<file path="config.mk">
export PLATFORM = sky130hd
export DESIGN_NAME = router_input_buffer
export DESIGN_NICKNAME = d
export VERILOG_FILES = /design/src/rtl/router_pkg.sv /design/src/rtl/router_input_buffer_flit_fifo.sv /design/src/rtl/router_input_buffer.sv
export SDC_FILE = /design/constraint.sdc
export NUM_CORES = 1
export LEC_CHECK = 0
export ABC_AREA = 1
export CORE_UTILIZATION = 50
export CTS_CLUSTER_SIZE = 16
export DETAILED_ROUTE_END_ITERATION = 7
export GPL_TIMING_DRIVEN = 1
export PLACE_DENSITY = 0.7
export REMOVE_ABC_BUFFERS = 1
export SLEW_MARGIN = 15
export SYNTH_ARGS = -nofsm -noshare
export SYNTH_HDL_FRONTEND = slang
export SYNTH_HIERARCHICAL = 1
export SYNTH_SLANG_ARGS = --single-unit
</file>
<file path="constraint.sdc">
create_clock -name clock -period 3.4 [get_ports clock]
set_clock_uncertainty 0.1 [all_clocks]
set_input_delay 0.68 -clock clock [delete_from_list [all_inputs] [get_ports clock]]
set_output_delay 0.68 -clock clock [all_outputs]
set_load 0.02 [all_outputs]
</file>
<file path="src/rtl/router_pkg.sv">
// router_pkg: shared flit type, framing states and default flit width for the router input buffer
package router_pkg;
  localparam int DEFAULT_FLIT_WIDTH = 32;
  typedef logic [DEFAULT_FLIT_WIDTH-1:0] flit_t;
  typedef enum logic [1:0] {IB_HEADER, IB_SIZE, IB_PAYLOAD} ibuf_state_t;
endpackage

</file>
<file path="src/rtl/router_input_buffer_flit_fifo.sv">
// flit_fifo: circular flit store with pointers, occupancy count, credit and head-valid
// Ports: clock, reset (async, active-high); push/wdata write side; pop read side;
//        credit = room for a flit, valid = non-empty, rdata = head flit (0 when empty)
module flit_fifo #(
  parameter int WIDTH = 32,
  parameter int DEPTH = 4
) (
  input  logic             clock,
  input  logic             reset,
  input  logic             push,
  input  logic [WIDTH-1:0] wdata,
  input  logic             pop,
  output logic             credit,
  output logic             valid,
  output logic [WIDTH-1:0] rdata
);
  localparam int AW = $clog2(DEPTH);
  localparam logic [AW:0] FULL = (AW+1)'(DEPTH);
  logic [WIDTH-1:0] mem [DEPTH];
  logic [AW-1:0] wr_ptr, rd_ptr;
  logic [AW:0] count;
  logic do_push, do_pop;
  // credit follows the registered count only, so a pop while full frees room a cycle later
  assign credit  = !reset && (count != FULL);
  assign valid   = count != '0;
  assign do_push = push && credit;
  assign do_pop  = pop && valid;
  assign rdata   = valid ? mem[rd_ptr] : '0;
  always_ff @(posedge clock or posedge reset) begin
    if (reset) begin
      wr_ptr <= '0;
      rd_ptr <= '0;
      count  <= '0;
    end else begin
      if (do_push) wr_ptr <= wr_ptr + 1'b1;
      if (do_pop) rd_ptr <= rd_ptr + 1'b1;
      count <= count + (AW+1)'(do_push) - (AW+1)'(do_pop);
    end
  end
  always_ff @(posedge clock) begin
    if (do_push) mem[wr_ptr] <= wdata;
  end
endmodule

</file>
<file path="src/rtl/router_input_buffer.sv">
// router_input_buffer: credit-based input buffer with packet framing (header, size, payload)
// Ports: clock, reset (async, active-high); rx_in/data_in/credit_out upstream handshake;
//        tx_out/data_out/sop_out/eop_out/ack_in head-flit interface to the switch.
// Define ROUTER_IBUF_ERR_EN to add sticky err_out (overflow or underflow attempt).
module router_input_buffer
  import router_pkg::*;
#(
  parameter int FLIT_WIDTH   = DEFAULT_FLIT_WIDTH,
  parameter int BUFFER_DEPTH = 4
) (
  input  logic                  clock,
  input  logic                  reset,
  input  logic                  rx_in,
  input  logic [FLIT_WIDTH-1:0] data_in,
  output logic                  credit_out,
  output logic                  tx_out,
  output logic [FLIT_WIDTH-1:0] data_out,
  output logic                  sop_out,
  output logic                  eop_out,
  input  logic                  ack_in
`ifdef ROUTER_IBUF_ERR_EN
  ,
  output logic                  err_out
`endif
);
  ibuf_state_t state, state_nxt;
  logic [FLIT_WIDTH-1:0] remaining, remaining_nxt;
  logic pop;
  flit_fifo #(.WIDTH(FLIT_WIDTH), .DEPTH(BUFFER_DEPTH)) u_fifo (
    .clock (clock),
    .reset (reset),
    .push  (rx_in),
    .wdata (data_in),
    .pop   (ack_in),
    .credit(credit_out),
    .valid (tx_out),
    .rdata (data_out)
  );
  assign pop = ack_in && tx_out;
  always_ff @(posedge clock or posedge reset) begin
    if (reset) begin
      state     <= IB_HEADER;
      remaining <= '0;
    end else begin
      state     <= state_nxt;
      remaining <= remaining_nxt;
    end
  end
  // framing only advances when the switch actually takes the head flit
  always_comb begin
    state_nxt     = state;
    remaining_nxt = remaining;
    sop_out       = 1'b0;
    eop_out       = 1'b0;
    case (state)
      IB_HEADER: begin
        sop_out = tx_out;
        if (pop) state_nxt = IB_SIZE;
      end
      IB_SIZE: begin
        eop_out = tx_out && (data_out == '0);
        if (pop) begin
          remaining_nxt = data_out;
          state_nxt     = (data_out == '0) ? IB_HEADER : IB_PAYLOAD;
        end
      end
      IB_PAYLOAD: begin
        eop_out = tx_out && (remaining == FLIT_WIDTH'(1));
        if (pop) begin
          remaining_nxt = remaining - 1'b1;
          state_nxt     = (remaining == FLIT_WIDTH'(1)) ? IB_HEADER : IB_PAYLOAD;
        end
      end
      default: state_nxt = IB_HEADER;
    endcase
  end
`ifdef ROUTER_IBUF_ERR_EN
  always_ff @(posedge clock or posedge reset) begin
    if (reset) err_out <= 1'b0;
    else if ((rx_in && !credit_out) || (ack_in && !tx_out)) err_out <= 1'b1;
  end
`endif
endmodule

</file>
==> run metrics <==
total grt overflow=0; Max-Cap Viols=0; Clock Pin Slew Worst Setup and Hold Paths=0.06 ns; H-tree depth=4; CTS Buf Count=17; post-route antenna net violation count=0; post-layout min period=3.209 ns; largest net degree at the start of global routing=45; number of global-route vias before repair=6,595; cells on worst reg2reg path=8; Post-synth top cells=nand2_1, inv_1, edfxtp_1; capturing point of the worst reg2reg path=remaining[14]; Initial Util=51.02%; Syn Area/Cell=8.513 sq um; Post-synth EDFFs=roughly 130; routed wire length=21,160 um; Synth Register Bits=169; worst path required time=2.62 ns; global-route wire length before repair=between 30,000 and 40,000 um; cell accounting for the most synthesized area=edfxtp_1; layout cell share with drive strength beyond 1=about an eighth; Max IR drop VDD=0.5047 mV; WL per Instance=between 15 and 20 um; sequential area share after synthesis=55.38%; Synth Warn #=6; Max Fclk=slightly above 300 MHz; fin cells=1,373; Primary FF master, synth=edfxtp_1; Die Area=~18,000 sq um; met1 usage=30.95%; P per Cell Area=approximately 940 nW/um^2; die height=134.6 um; Worst-Skew Late Latency=0.43 ns; fillcell total=1,414; CTS tree=built; Final Power=0.01008 W; vias=7,001; Top Ports=72; initial antenna violation count=0; RSZ-0062 raised after global routing=no; critical path capture point type=output pin; Port Buffers=71; post-synth top area share=a little over two fifths; GR peak layer=met2; synthesis-to-finish area growth=22.23%; mapped cell area=8793 sq um; Yosys cell types=36; Final Hold Viols=0; HP Class=input port to asynchronous set/reset pin; vias per inst=approximately 5; asr flop ratio synth=24.26%; Reg2Reg Launch Point=state[0]; core area=about 17,000 sq um; Cells after Synth=1,033; setup slack, reg-to-reg=1.11 ns; Iter 0 DRT Violations=a little under 600; drt pass-1 iters=5; DP HPWL=13,410 um; # setup viols final=0; met3 Usage GRT=4.129%; startpoint types=register; Worst EP arrival=between 2 and 2.5 ns; synth top area cells=edfxtp_1, dfrtp_1, nand2_1; row count=48; Final period util=between 90% and 100%; relative slew slack=52.19%; status=completed; Crit Path Max Fanout=22; Tot GR Track Use=24.31%; global routing usage on met2=approximately 43%; # placed instances=1,335; Slew Limit Fails=0; most common cell in the netlist=nand2_1; Worst-Margin Slew=0.7163 ns; Die W=134.6 um; Layout Utilization=62.35%; number of remaining DRC errors=0; Max Root-Sink Buffers=2; Num Clock Sinks=between 150 and 200; nets@finish=1,184; Setup CP Type=register to output pin; diodes inserted=0; Hold-fix buffers, CTS=0; clk root buf=clkbuf_16; Leak Pwr=4.792 nW; RePlAce Congestion=0.8806
worst max path at each step:
stage                startpoint      end  slack [ns]  cells past startpoint
2_1_floorplan  u_fifo/rd_ptr[0]  eop_out       -0.62                     10
3_3_place_gp   u_fifo/rd_ptr[0]  eop_out         0.1                     12
3_5_place_dp   u_fifo/rd_ptr[0]  eop_out        0.11                     12
4_1_cts        u_fifo/rd_ptr[0]  eop_out        0.02                     12
5_1_grt        u_fifo/rd_ptr[0]  eop_out       0.007                     12
6_report       u_fifo/rd_ptr[0]  eop_out        0.19                     11
what timing repair did:
item | in CTS | in global routing
endpoints found under the hold margin | 0 | 0
setup buffers | 0 | 2
pin swaps | 0 | 3
cloned | 1 | 3
resized for setup | 6 | 7
setup endpoints to repair | 1 | 1
kinds of logic (layout without fill, tap and decap cells):
group	after synthesis	after routing	synth area share (%)
and+or+nand+nor	493	493	24.26
xor gates and xnor gates	8	8	0.7968
DFF	169	169	55.38
AOI/OAI and AO/OA	101	101	5.990
buffers and inverters	249	364	11.64
adders and majority gates	13	13	1.935
area by class of cell:
type                       instances  area (sq um)  area share [%]
tap                              225         281.5           2.619
timing repair buffer             120          1249           11.62
clock inverter                     9         113.9           1.059
inverter                         212         809.5           7.532
sequential                       169          4871           45.32
clock buffer                      23         488.0           4.540
multi-input combinational        615          2935           27.31
cells in the final DEF, fill, tap and decap left out, types with 2 or more instances in the layout:
| master | netlist | layout |
|---|---|---|
| nand2_1 | 271 | 271 |
| nand4_1 | 8 | 8 |
| nor2_2 | 6 | 8 |
| ha_1 | 12 | 12 |
| clkinv_4 | 0 | 5 |
| nand2_2 | 6 | 6 |
| xor2_1 | 7 | 7 |
| nand2_4 | 5 | 5 |
| a21oi_1 | 54 | 54 |
| o22ai_1 | 5 | 5 |
| nand3_1 | 100 | 100 |
| o21bai_1 | 2 | 2 |
| clkbuf_8 | 0 | 4 |
| nor2_1 | 89 | 83 |
| dfrtp_1 | 41 | 40 |
| clkbuf_16 | 0 | 20 |
| inv_2 | 32 | 31 |
| clkdlybuf4s50_1 | 0 | 70 |
| buf_4 | 5 | 38 |
| o21ai_0 | 22 | 22 |
| inv_1 | 149 | 148 |
| edfxtp_1 | 128 | 128 |
| nor2_4 | 3 | 7 |
| clkinv_1 | 26 | 26 |
| nor2_8 | 2 | 2 |
| buf_12 | 0 | 8 |
| bufinv_16 | 0 | 2 |
| clkinv_2 | 5 | 7 |
| clkbuf_1 | 10 | 2 |
| o21ai_1 | 14 | 14 |
registers in the layout (all words and copies together), names as in the netlist:
register and count:
u_fifo/mem 128, remaining 32, u_fifo/count 3, state 2
u_fifo/rd_ptr 2, u_fifo/wr_ptr 2
worst max-delay path: stages (launching register included):
cell	delay, ns
dfrtp_2	0.44
buf_4	0.30
nand2_1	0.09
nand3_1	0.09
a21oi_1	0.08
nor2_1	0.17
nand3_1	0.12
nor2_1	0.17
nand2_1	0.09
o21ai_0	0.13
and3_1	0.17
buf_4	0.14
report_power, final:
group	switching (W)	internal [W]	leakage (nW)	total, W
Sequential	0.000314	0.00264	1.67	0.00295
Combinational	0.00314	0.00205	2.83	0.00518
Clock	0.000783	0.00116	0.298	0.00195
per-layer routing:
metal  wire (um)  part of all wire [%]  up-vias
met1        9003                    43     3327
li1            -                     -     3451
met2       10760                    51      200
met4         259                   1.2        0
met5           0                     0        -
met3        1142                   5.4       23
through the flow:
stage               setup TNS [ns]  setup slack [ns]  hold WS (ns)  cell area [sq um]
detailed placement               0            0.1082        0.4062              10020
floorplan                   -1.629           -0.6224        0.3586               8572
global placement                 0           0.09764        0.3927              10020
finish                           0            0.1910        0.4328              10750
global route                     0          0.006598        0.4498              10750
CTS                              0           0.01780        0.4358              10660
Note: power is estimated with default switching activity, not from simulation.
